==> config.mk <==
export PLATFORM = sky130hd
export DESIGN_NAME = adc_cmd_spi_master
export DESIGN_NICKNAME = d
export VERILOG_FILES = /design/src/rtl/adc_cmd_pkg.sv /design/src/rtl/spi_bit_timer.sv /design/src/rtl/adc_cmd_spi_master.sv
export SDC_FILE = /design/constraint.sdc
export NUM_CORES = 1
export LEC_CHECK = 0
export ABC_AREA = 1
export CORE_MARGIN = 1
export CORE_UTILIZATION = 25
export DETAILED_ROUTE_END_ITERATION = 12
export SLEW_MARGIN = 20
export SYNTH_ARGS = -nofsm -noshare
export SYNTH_HDL_FRONTEND = slang
export SYNTH_SLANG_ARGS = --single-unit
==> constraint.sdc <==
create_clock -name clk -period 2.7 [get_ports clk]
set_clock_uncertainty 0.1 [all_clocks]
set_input_delay 0.81 -clock clk [delete_from_list [all_inputs] [get_ports clk]]
set_output_delay 0.81 -clock clk [all_outputs]
set_load 0.005 [all_outputs]
==> src/rtl/adc_cmd_pkg.sv <==
// Shared definitions for the ADC command SPI master.
// Holds the command prefix constants, the mask bit positions, the
// frame FSM state type and a prefix check helper.
package adc_cmd_pkg;

  localparam logic [1:0] SETUP_PFX = 2'b01;
  localparam logic [2:0] AVER_PFX  = 3'b001;
  localparam logic       CONV_PFX  = 1'b1;

  localparam int MSK_SETUP = 0;
  localparam int MSK_AVER  = 1;
  localparam int MSK_CONV  = 2;

  typedef enum logic [2:0] {
    IDLE,
    LOW,
    HIGH,
    GAP,
    TAIL
  } state_t;

  // Returns one bit per command (mask bit order), set when the prefix matches.
  function automatic logic [2:0] prefix_ok(input logic [1:0] setup_pfx,
                                           input logic [2:0] aver_pfx,
                                           input logic       conv_pfx);
    prefix_ok = {conv_pfx == CONV_PFX, aver_pfx == AVER_PFX, setup_pfx == SETUP_PFX};
  endfunction

endpackage

==> src/rtl/spi_bit_timer.sv <==
// Phase counter shared by all timed phases of the frame FSM.
// Ports:
//   clk, rst_n  - clock and asynchronous active-low reset
//   load        - restart the phase with load_val cycles
//   load_val    - phase length in cycles (>=1)
//   phase_end   - high during the last cycle of the loaded phase
module spi_bit_timer #(
  parameter int CNT_W = 3
) (
  input  logic             clk,
  input  logic             rst_n,
  input  logic             load,
  input  logic [CNT_W-1:0] load_val,
  output logic             phase_end
);

  logic [CNT_W-1:0] cnt;

  always_ff @(posedge clk or negedge rst_n) begin
    if (!rst_n) begin
      cnt <= '0;
    end else if (load) begin
      cnt <= load_val;
    end else if (cnt != '0) begin
      cnt <= cnt - 1'b1;
    end
  end

  // A phase loaded with N lasts N cycles; the final one sees cnt==1.
  assign phase_end = (cnt == CNT_W'(1));

endmodule

==> src/rtl/adc_cmd_spi_master.sv <==
// Serial command driver for the ADC configuration interface.
// Shifts up to three command bytes (setup, aver, conv) MSB-first on
// sclk/en/mosi. Bytes with a bad prefix are dropped and flagged.
// Ports:
//   clk, rst_n     - clock and asynchronous active-low reset
//   start          - one-cycle frame request, ignored while busy
//   mask           - byte enables [0]=setup [1]=aver [2]=conv
//   setup_byte, aver_byte, conv_byte - command bytes
//   sclk, en, mosi - serial interface to the ADC
//   busy           - frame in progress
//   done           - one-cycle end-of-frame pulse
//   cmd_err        - per-byte prefix error, held until next accepted start
module adc_cmd_spi_master
  import adc_cmd_pkg::*;
#(
  parameter int CLK_DIV    = 4,
  parameter int GAP_CYCLES = 2
) (
  input  logic       clk,
  input  logic       rst_n,
  input  logic       start,
  input  logic [2:0] mask,
  input  logic [7:0] setup_byte,
  input  logic [7:0] aver_byte,
  input  logic [7:0] conv_byte,
  output logic       sclk,
  output logic       en,
  output logic       mosi,
  output logic       busy,
  output logic       done,
  output logic [2:0] cmd_err
);

  localparam int PH_MAX = (CLK_DIV > GAP_CYCLES) ? CLK_DIV : GAP_CYCLES;
  localparam int PH_W   = $clog2(PH_MAX + 1);
  localparam logic [PH_W-1:0] DIV_LD = PH_W'(CLK_DIV);
  localparam logic [PH_W-1:0] GAP_LD = PH_W'(GAP_CYCLES);

  state_t          state, state_d;
  logic [3:0][7:0] send_q, send_d;
  logic [1:0]      n_bytes, n_d, byte_idx;
  logic [2:0]      bit_idx;
  logic            empty_p;
  logic [2:0]      ok, err_d;

  logic            tmr_load;
  logic [PH_W-1:0] tmr_val;
  logic            phase_end;

  logic            accept, step_bit, step_byte, gap_end, frame_end;

  spi_bit_timer #(.CNT_W(PH_W)) u_timer (
    .clk       (clk),
    .rst_n     (rst_n),
    .load      (tmr_load),
    .load_val  (tmr_val),
    .phase_end (phase_end)
  );

  // Send list: valid enabled bytes packed in fixed order setup, aver, conv.
  always_comb begin
    ok     = prefix_ok(setup_byte[7:6], aver_byte[7:5], conv_byte[7]) & mask;
    err_d  = mask & ~ok;
    send_d = '0;
    n_d    = '0;
    if (ok[MSK_SETUP]) begin
      send_d[n_d] = setup_byte;
      n_d         = n_d + 2'd1;
    end
    if (ok[MSK_AVER]) begin
      send_d[n_d] = aver_byte;
      n_d         = n_d + 2'd1;
    end
    if (ok[MSK_CONV]) begin
      send_d[n_d] = conv_byte;
      n_d         = n_d + 2'd1;
    end
  end

  always_ff @(posedge clk or negedge rst_n) begin
    if (!rst_n) begin
      state <= IDLE;
    end else begin
      state <= state_d;
    end
  end

  always_comb begin
    state_d   = state;
    tmr_load  = 1'b0;
    tmr_val   = DIV_LD;
    accept    = 1'b0;
    step_bit  = 1'b0;
    step_byte = 1'b0;
    gap_end   = 1'b0;
    frame_end = 1'b0;
    case (state)
      IDLE: begin
        // empty_p marks the busy cycle of an empty frame; start is ignored there.
        if (start && !empty_p) begin
          accept = 1'b1;
          if (n_d != 2'd0) begin
            state_d  = LOW;
            tmr_load = 1'b1;
          end
        end
      end
      LOW: begin
        if (phase_end) begin
          state_d  = HIGH;
          tmr_load = 1'b1;
        end
      end
      HIGH: begin
        if (phase_end) begin
          if (bit_idx != 3'd0) begin
            state_d  = LOW;
            tmr_load = 1'b1;
            step_bit = 1'b1;
          end else if (byte_idx != n_bytes - 2'd1) begin
            step_byte = 1'b1;
            tmr_load  = 1'b1;
            if (GAP_CYCLES > 0) begin
              state_d = GAP;
              tmr_val = GAP_LD;
            end else begin
              state_d = LOW;
            end
          end else begin
            // Tail keeps sclk low long enough for the ADC commit edge.
            state_d  = TAIL;
            tmr_load = 1'b1;
          end
        end
      end
      GAP: begin
        if (phase_end) begin
          state_d  = LOW;
          tmr_load = 1'b1;
          gap_end  = 1'b1;
        end
      end
      TAIL: begin
        if (phase_end) begin
          state_d   = IDLE;
          frame_end = 1'b1;
        end
      end
      default: state_d = IDLE;
    endcase
  end

  always_ff @(posedge clk) begin
    if (accept) begin
      send_q <= send_d;
    end
  end

  // mosi only moves on entry to LOW/GAP, i.e. with sclk already low.
  always_ff @(posedge clk or negedge rst_n) begin
    if (!rst_n) begin
      mosi     <= 1'b0;
      bit_idx  <= '0;
      byte_idx <= '0;
      n_bytes  <= '0;
      cmd_err  <= '0;
      done     <= 1'b0;
      empty_p  <= 1'b0;
    end else begin
      done    <= frame_end | empty_p;
      empty_p <= accept && (n_d == 2'd0);
      if (accept) begin
        cmd_err  <= err_d;
        n_bytes  <= n_d;
        byte_idx <= 2'd0;
        bit_idx  <= 3'd7;
        mosi     <= send_d[0][7];
      end
      if (step_bit) begin
        bit_idx <= bit_idx - 3'd1;
        mosi    <= send_q[byte_idx][bit_idx - 3'd1];
      end
      if (step_byte) begin
        byte_idx <= byte_idx + 2'd1;
        bit_idx  <= 3'd7;
        mosi     <= (GAP_CYCLES > 0) ? 1'b0 : send_q[byte_idx + 2'd1][7];
      end
      if (gap_end) begin
        mosi <= send_q[byte_idx][7];
      end
      if (frame_end) begin
        mosi <= 1'b0;
      end
    end
  end

  assign sclk = (state == HIGH);
  assign en   = (state != IDLE);
  assign busy = (state != IDLE) || empty_p;

endmodule

[After elaboration in Yosys (flattened, before gate mapping)]
Cells that the tools add are included.
Widths: inputs -> output; s select.
Cells by class
  reductions and logical operators: 18
  equality and inequality tests: 14
  $lt $le $gt $ge: 6
  bitwise gates (word level): 4
  add/subtract/negate cells: 6
  multiplexer cells: 56
Operator list (count)
  $bwmux 32: 2
  $mux 32: 2
  $mux 3: 17
  $demux 8 s2: 2
  $mux 8: 4
  $mux 1: 21
  $bmux 8 s2: 1
  $pmux 3 s5: 1
  $reduce_bool 3->1: 4
  $ne 2x2->1 const B: 5
  $eq 3x1->1 const B: 3
  $lt 2x3->1 const B: 3
  $mux 2: 4
  $add 2x1->2 const B: 3
  $and 3x3->3: 2
  $eq 3x2->1 const B: 2
  $reduce_and 6->1: 1
  $reduce_bool 2->1: 3
  $sub 3x1->3 const B: 2
  $reduce_bool 5->1: 1
  $ge 2x1->1 const B: 2
  $logic_and 1x1->1: 4
  $lt 3x4->1 const B: 1
  $bmux 1 s3: 1
  other kinds (13): 13
Storage, ports and cells
  bits in registers: 51
  input bits: 30

[Longest topological paths before layout]
Gate-level depths: netlist (run 1).
  depth in word-level cells: 16
  depth in mapped cells: 14
  mapped depth without buffers: 14

[Modules after synthesis]
Synthesis (run 1) repeated with hierarchy kept, for this count alone.
Second synthesis, totals
  cell total of the unflattened synthesis: 343
  area total of the unflattened synthesis: 2887.8 um^2
By module, submodules not included
  adc_cmd_spi_master: cells each 311, instances 1, sequential area each 1361.3 um^2, area an instance 2670.1 um^2
  spi_bit_timer: cells each 32, instances 1, sequential area each 75.1 um^2, area an instance 217.7 um^2

[Least setup slack after synthesis (run 1)]
OpenSTA, ideal clock, no wires.
  path type: input -> register
  start: input port setup_byte[7]
  end: register u_timer.cnt[2]
  library setup time: 0.122 ns
  arrival time: 2.222 ns
  buffers on the path: 0
  data required time: 2.478 ns
  slack: 0.256 ns
  stages: 13
  cell sequence: inv_1 -> nand3_2 -> clkinv_1 -> ha_1 -> inv_1 -> nand2_1 -> nand2_1 -> nor2_2 -> a21oi_1 -> nand2_1 -> nand2_2 -> nand2_2 -> a21boi_2
Between the ends
  word-level cells in the longest chain between the ends: 12
Ends and longest elaborated chain
  start, declared: RTL line adc_cmd_spi_master.sv:23  | input logic [7:0] setup_byte,
  $eq 2x1->1 (*): RTL line adc_cmd_pkg.sv:26  | prefix_ok = {conv_pfx == CONV_PFX, aver_pfx == AVER_PFX, setup_pfx == SETUP_PFX};
  $and 3x3->3 (*): RTL line adc_cmd_spi_master.sv:62  | ok = prefix_ok(setup_byte[7:6], aver_byte[7:5], conv_byte[7]) & mask;
  $mux 1 (*): RTL line adc_cmd_spi_master.sv:66  | if (ok[MSK_SETUP]) begin
  $add 2x1->2: RTL line adc_cmd_spi_master.sv:72  | n_d = n_d + 2'd1;
  $mux 2 (*): RTL line adc_cmd_spi_master.sv:70  | if (ok[MSK_AVER]) begin
  $add 2x1->2: RTL line adc_cmd_spi_master.sv:76  | n_d = n_d + 2'd1;
  $mux 2 (*): RTL line adc_cmd_spi_master.sv:74  | if (ok[MSK_CONV]) begin
  $reduce_bool 2->1 (*): RTL line adc_cmd_spi_master.sv:102  | if (n_d != 2'd0) begin
  $mux 1 (*): RTL line adc_cmd_spi_master.sv:102
  $mux 1 (*): RTL line adc_cmd_spi_master.sv:100  | if (start && !empty_p) begin
  $pmux 1 s2 (*): RTL line adc_cmd_spi_master.sv:97  | case (state)
  $mux 3 / $reduce_bool 2->1 (equally long branches)
  end signal, assigned: RTL line spi_bit_timer.sv:23  | cnt <= load_val;
  end signal, assigned: RTL line spi_bit_timer.sv:25  | cnt <= cnt - 1'b1;
  end, declared: RTL line spi_bit_timer.sv:17  | logic [CNT_W-1:0] cnt;
Mark *: on every way between the ends. The rest lies on a longest branch, timed or not.
A chain may end at the register's enable or synchronous reset.

[Worst setup path in the final report (run 1)]
  start: register state[2]
  end: output port sclk
Between the ends
  word-level cells in the longest chain between the ends: 1
Ends and longest elaborated chain
  start, declared: RTL line adc_cmd_spi_master.sv:39  | state_t state, state_d;
  start signal, assigned: RTL line adc_cmd_spi_master.sv:84  | state <= state_d;
  $eq 3x2->1: RTL line adc_cmd_spi_master.sv:197  | assign sclk = (state == HIGH);
  end, declared: RTL line adc_cmd_spi_master.sv:26  | output logic sclk,
Every way passes these cells.

==> results of run 1 <==
-- metal layers --
layer	up-vias	GRT usage, %	wire, um
li1	1215	-	-
met1	1132	14.8	2870
met2	61	22.3	3530
met3	7	1.36	236
met4	0	4.38	93
met5	-	0	0
-- through the flow --
step           setup WS, ns  power [W]  hold slack, ns
5_1_grt             0.00191    0.00297           0.432
6_report             0.0846    0.00277           0.384
3_3_place_gp        -0.0523    0.00213           0.370
4_1_cts              0.0725    0.00279           0.393
2_1_floorplan         0.256    0.00181           0.366
3_5_place_dp         -0.119    0.00217           0.365
-- power by group --
part	leakage, nW	switching (W)	total [W]	internal, W
registers	0.547	0.0000886	0.00112	0.00103
logic	1.05	0.000596	0.00102	0.000425
clock network	0.0674	0.000282	0.000624	0.000342
total	1.67	0.000966	0.00277	0.00180
-- cell usage in the layout, fill, tap and decap left out, types with 2 or more instances in the layout --
cell and instances:
nand2_2 4, ha_1 7, nor2_1 29, a22oi_1 5
buf_4 13, xnor2_1 2, inv_1 53, a21oi_1 7
inv_2 8, edfxtp_1 32, nand3_2 2, o21ai_1 2
nor3_1 2, dfrtp_1 19, nand3_1 47, nor2_2 2
o21ai_0 15, clkinv_1 2, nand2_1 78, clkdlybuf4s50_1 37
buf_12 2, clkbuf_16 5
-- cells by family (layout without fill, tap and decap cells) --
kind of cell             after synthesis  in the layout  share of synthesized area [%]
adder cells (fa/ha/maj)                7              7                           3.03
flip-flops                            51             51                           49.8
AO/OA/AOI/OAI                         40             40                           9.02
AND/OR/NAND/NOR                      171            171                           27.6
XOR/XNOR                               3              3                          0.910
buffers and inverters                 70            123                           9.71
-- cell usage after synthesis, drive strengths merged (3+ instances only) --
| master | n |
|---|---|
| a21oi | 8 |
| buf | 6 |
| edfxtp | 32 |
| nor2 | 32 |
| o21ai | 18 |
| nand2 | 83 |
| nand3 | 50 |
| nor3 | 3 |
| a22oi | 5 |
| ha | 7 |
| inv | 61 |
| dfrtp | 19 |
-- critical path: cells and delay by family, from the launching register on --
family | cells | cell delay, ns
buffers and inverters | 3 | 0.80
DFF | 1 | 0.47
and+or+nand+nor | 1 | 0.14
-- registers in the layout (all words and copies together), names as in the netlist --
signal,flops
byte_idx,2
empty_p,1
state,3
u_timer.cnt,3
cmd_err,3
done,1
n_bytes,2
send_q,32
bit_idx,3
mosi,1
-- final cells by class --
class	count	area (um^2)
Fill cell	1164	7360
Sequential cell	51	1440
Multi-Input combinational cell	221	1170
Timing Repair Buffer	52	508
Inverter	63	238
Tap cell	140	175
Clock buffer	5	125
Clock inverter	3	20.0
-- worst max-delay path by stage --
stage | from | endpoint | slack [ns] | cells after the start
after floorplan | setup_byte[7] | u_timer.cnt[2]$_DFFE_PN0P_ | 0.26 | 13
after global placement | setup_byte[7] | u_timer.cnt[2]$_DFFE_PN0P_ | -0.05 | 14
after detailed placement | setup_byte[7] | u_timer.cnt[2]$_DFFE_PN0P_ | -0.12 | 14
after CTS | state[2]$_DFFE_PN0P_ | sclk | 0.07 | 4
after global routing | state[2]$_DFFE_PN0P_ | sclk | 0.002 | 4
final | state[2]$_DFFE_PN0P_ | sclk | 0.08 | 4
==> summary.txt, run 1 <==
H-tree depth - 2
max-cap violations - 0
VDD IR-drop max - 0.415 mV
worst hold path cell count - 2
CTS tree - built
WP data required - 1.79 ns
asr flop ratio synth - 37.3%
largest area contributor in the netlist - edfxtp_1
Tot GR Track Use - 12.2%
CP Launch Type - register
die area - 12000 um^2
wire length per cell - 12.6 um
Hold Buf Count CTS - 0
diodes inserted - 0
register area share after synthesis - 49.8%
clock sinks - 51
top post-synthesis cells by area - edfxtp_1 33%, dfrtp_1 16%, nand2_1 10%, nand3_1 8.1%, inv_1 6.9%
Worst Reg-to-Reg Cells - 9
CTS resizes - 0
GPL Wtd Cong - 0.809
CP Class - reg -> out
Nets - 431
min-delay worst type - reg -> reg
Post-synth EDFFs - 32
Syn Area/Cell - 8.44 um^2
Hold Fails Final Rpt - 0
minimum clock period - 2.62 ns
Hold EP - cmd_err[2]$_DFFE_PN0P_
crit path max-delay cell type - clkdlybuf4s50_1
layout cells sized above 1 - 12.7%
period utilization - 96.9%
post-DR vias/cell - 4.51
Area after DPL - 3530 um^2
first-pass GRT wire length - 11400 um
Lkg Pwr - 1.67 nW
Core Rows - 38
setup TNS - 0 ns
clk buf depth - 2
CP dominant cell by count - inv_2
Reg clk slew, reported paths - 0.07 ns
reg-to-reg endpoint - byte_idx[1]$_DFFE_PN0P_
Top FF cell, synth - edfxtp_1
reg2reg start - bit_idx[0]$_DFFE_PN0P_
vias in the first global route - 2450
DP HPWL - 4890 um
initial core utilization - 26.2%
post-route antenna net violation count - 0
CTS buffer count - 5
Buffers on Ports - 37
unrepaired setup endpoints after global routing - false
Ports - 38
Final Max Tran Viols - 0
dpl cells - 527
initial antenna violation count - 0
CTS Root Buffer Type - clkbuf_16
Yosys cell types - 42
hold wc startpoint - cmd_err[2]$_DFFE_PN0P_
crit-path cells - inv_2, nand3_2, inv_2, clkdlybuf4s50_1
CP Capture Type - output port
DR vias - 2415
Chip Width - 109 um
post-CTS setup buffers - 0
largest net degree at the start of global routing - 34
CP max stage delay - 0.53 ns
DRT Wirelength - 6720 um
Ys Warns - 0
Worst EP arrival - 1.71 ns
synth-to-layout area growth - 27.2%
#FFs+latches synth - 51
Core ar. - 11000 um^2
Worst-Skew Late Latency - 0.29 ns
Syn Nets - 379
synthesized instance count - 342
post-synthesis cell area - 2890 um^2
DR iter-0 viols - 164
fin area - 3670 um^2
top cell type's share of synthesized area - 33.3%
# setup viols final - 0
status - completed
GRT overflow - 0
fmax - 0.382 GHz
Worst-Margin Slew - 0.501 ns
Final Instance Count excl. Fillers - 535
die height - 109 um
Layout Utilization - 33.3%
Slew HR - 66.5%
drt pass-1 iters - 5
reg2reg setup slack - 0.61 ns
drt drc - 0
PwrDens - 754 nW/um^2
CP max FO - 6
Note: power is estimated with default switching activity, not from simulation.
==> run 2: changes to the inputs <==
- CTS_BUF_LIST: not set -> sky130_fd_sc_hd__clkbuf_2
==> run 2 against run 1 <==
Worst setup slack improved by 0.070 ns. Final cell count increased by 2.2%. Total power decreased by 6.2%. Sequential cell count unchanged. Non-clock buffer count increased by 12. Register-to-register slack got worse by 0.03 ns. Sequential power about the same. Critical path depth increased by 2. Hold slack improved by 0.038 ns. Maximum frequency increased by 2.7%. Largest cell class unchanged.
==> summary.txt, run 2 (synthesis gave the netlist of run 1 again) <==
status - completed
Reg with most FFs - send_q
Layout Utilization - 33.3% (+0.045 points)
GPL Wtd Cong - 0.809 (unchanged)
period utilization - 94.3% (-2.6 points)
VDD IR-drop max - 0.363 mV (-13%)
Buffers on Ports - 37 (unchanged)
clk buf depth - 2 (unchanged)
H-tree depth - 2 (unchanged)
Core Rows - 38 (unchanged)
minimum clock period - 2.55 ns (-0.0697 ns)
vias in the first global route - 2482 (+1.3%)
die height - 109 um (unchanged)
post-DR vias/cell - 4.54 (+0.64%)
Hold Buf Count CTS - 0 (unchanged)
CP max FO - 4 (-2)
Final Instance Count excl. Fillers - 547 (+2.2%)
DR iter-0 viols - 154 (-6.1%)
Tot GR Track Use - 12.4% (+0.11 points)
DRT Wirelength - 6910 um (+2.8%)
Worst-Skew Late Latency - 0.44 ns (+0.15 ns)
CP max stage delay - 0.46 ns (-0.07 ns)
Core ar. - 11000 um^2 (unchanged)
fmax - 0.393 GHz (+2.7%)
part of the power in registers - 43.0% (+2.4 points)
dpl cells - 527 (unchanged)
max reg flops - 32 (unchanged)
Final Max Tran Viols - 0 (unchanged)
CTS buffer count - 5 (unchanged)
crit-path cells - inv_2, nand2_4, nor2_4, buf_4, inv_1, dlygate4sd2_1
Reg clk slew, reported paths - 0.26 ns (+0.19 ns)
most frequent cells in the layout - 78 x nand2_1, 53 x inv_1, 47 x nand3_1, 34 x clkdlybuf4s50_1, 32 x edfxtp_1
Top Family by Delay on Critical Path - buffers and inverters
Slew HR - 65.6% (-0.93 points)
Ports - 38 (unchanged)
CTS Root Buffer Type - clkbuf_2
unrepaired setup endpoints after global routing - false
synth-to-layout area growth - 27.4%
PwrDens - 706 nW/um^2 (-6.3%)
initial core utilization - 26.2% (unchanged)
wire length per cell - 12.6 um (+0.51%)
Worst EP arrival - 1.64 ns (-0.07 ns)
layout cells sized above 1 - 15.5% (+2.8 points)
first-pass GRT wire length - 11500 um (+1.1%)
drt pass-1 iters - 4 (-1)
GRT overflow - 0 (unchanged)
DR vias - 2485 (+2.9%)
WP data required - 1.79 ns (about the same)
crit path max-delay cell type - dfrtp_1
cell internal pwr - 0.00162 W (-10%)
diodes inserted - 0 (unchanged)
drt drc - 0 (unchanged)
Hold Fails Final Rpt - 0 (unchanged)
clock sinks - 51 (unchanged)
min-delay worst type - reg -> reg
Worst-Margin Slew - 0.515 ns (+0.0139 ns)
Logic pwr share - 44.8% (+7.9 points)
largest net degree at the start of global routing - 34 (unchanged)
die area - 12000 um^2 (unchanged)
commonest non-fill, non-tap cell in the layout - nand2_1
CP Capture Type - output port
Nets - 443 (+2.8%)
post-route antenna net violation count - 0 (unchanged)
clock network power share - 12.2% (-10 points)
CTS tree - built
Chip Width - 109 um (unchanged)
fin area - 3680 um^2 (+0.14%)
Buf+Inv Stages, Crit Path - 4 (+1)
max-cap violations - 0 (unchanged)
# setup viols final - 0 (unchanged)
Lkg Pwr - 1.70 nW (+2.2%)
initial antenna violation count - 0 (unchanged)
DP HPWL - 4890 um (unchanged)
Area after DPL - 3530 um^2 (unchanged)
switching part of the total - 37.7% (+2.8 points)
switching power - 0.000979 W (+1.3%)
CP Class - reg -> out
CP Launch Type - register
## run 2: changes by cell type in the layout (fill, tap and decap cells not counted), sizes merged
cell / change
dlymetal6s2s: +2
buf: +12
clkdlybuf4s50: -3
dlygate4sd2: +1
## run 2: power by group through the flow
stage                     registers, W  logic, W  clock network [W]
after CTS                      0.00112   0.00108           0.000324
final                          0.00112   0.00116           0.000316
after detailed placement       0.00114   0.00103                  0
after global placement         0.00114  0.000997                  0
after global routing           0.00114   0.00130           0.000353
after floorplan                0.00112  0.000691                  0
## run 2: metrics by stage
| step | power (W) | hold WS [ns] | TNS (ns) | worst slack, ns |
|---|---|---|---|---|
| after global routing | 0.00280 | 0.472 | 0 | 0.0110 |
| after CTS | 0.00252 | 0.433 | -0.00881 | -0.00881 |
| final | 0.00260 | 0.421 | 0 | 0.154 |
| after detailed placement | 0.00217 | 0.365 | -0.380 | -0.119 |
| after global placement | 0.00213 | 0.370 | -0.0845 | -0.0523 |
| after floorplan | 0.00181 | 0.366 | 0 | 0.256 |
## run 2: cell type report
cell class | instances | area, um^2
Clock buffer | 5 | 25.0
Multi-Input combinational cell | 221 | 1180
Tap cell | 140 | 175
Timing Repair Buffer | 64 | 602
Sequential cell | 51 | 1440
Inverter | 63 | 240
Clock inverter | 3 | 20.0
Fill cell | 1174 | 7350
## run 2: repair_timing
item	CTS	global route
buffers inserted	4	8
pin swaps	1	2
gates resized for setup	4	2
setup endpoints to repair	2	2
## run 2: final timing paths
| kind | startpoint | to | slack, ns | cells after the start |
|---|---|---|---|---|
| max | state[0]$_DFFE_PN0P_ | en | 0.15 | 6 |
| min | cmd_err[2]$_DFFE_PN0P_ | cmd_err[2]$_DFFE_PN0P_ | 0.42 | 2 |
| max reg2reg | bit_idx[0]$_DFFE_PN0P_ | byte_idx[1]$_DFFE_PN0P_ | 0.58 | 9 |
| min reg2reg | cmd_err[2]$_DFFE_PN0P_ | cmd_err[2]$_DFFE_PN0P_ | 0.42 | 2 |
| max in group asynchronous | rst_n | state[2]$_DFFE_PN0P_ | 1.68 | 2 |
| min in group asynchronous | rst_n | u_timer.cnt[2]$_DFFE_PN0P_ | 0.59 | 2 |
## run 2: tightest hold or removal path: stages (launching register included)
cell     delay, ns
dfrtp_1       0.41
nand2_1       0.05
nand2_1       0.05
## run 2: metal layers
layer,vias to the layer above,track usage (%),share of wire [%]
met5,-,0,0
met4,0,4.38,1.4
met3,10,1.54,3.6
met2,61,22.4,52
met1,1179,14.9,43
li1,1235,-,-
==> run 3: changes to the inputs <==
- GPL_ROUTABILITY_DRIVEN: not set -> 0
==> results of run 3 <==
Same layout as run 2: the final DEF is identical, and so are final timing and power.
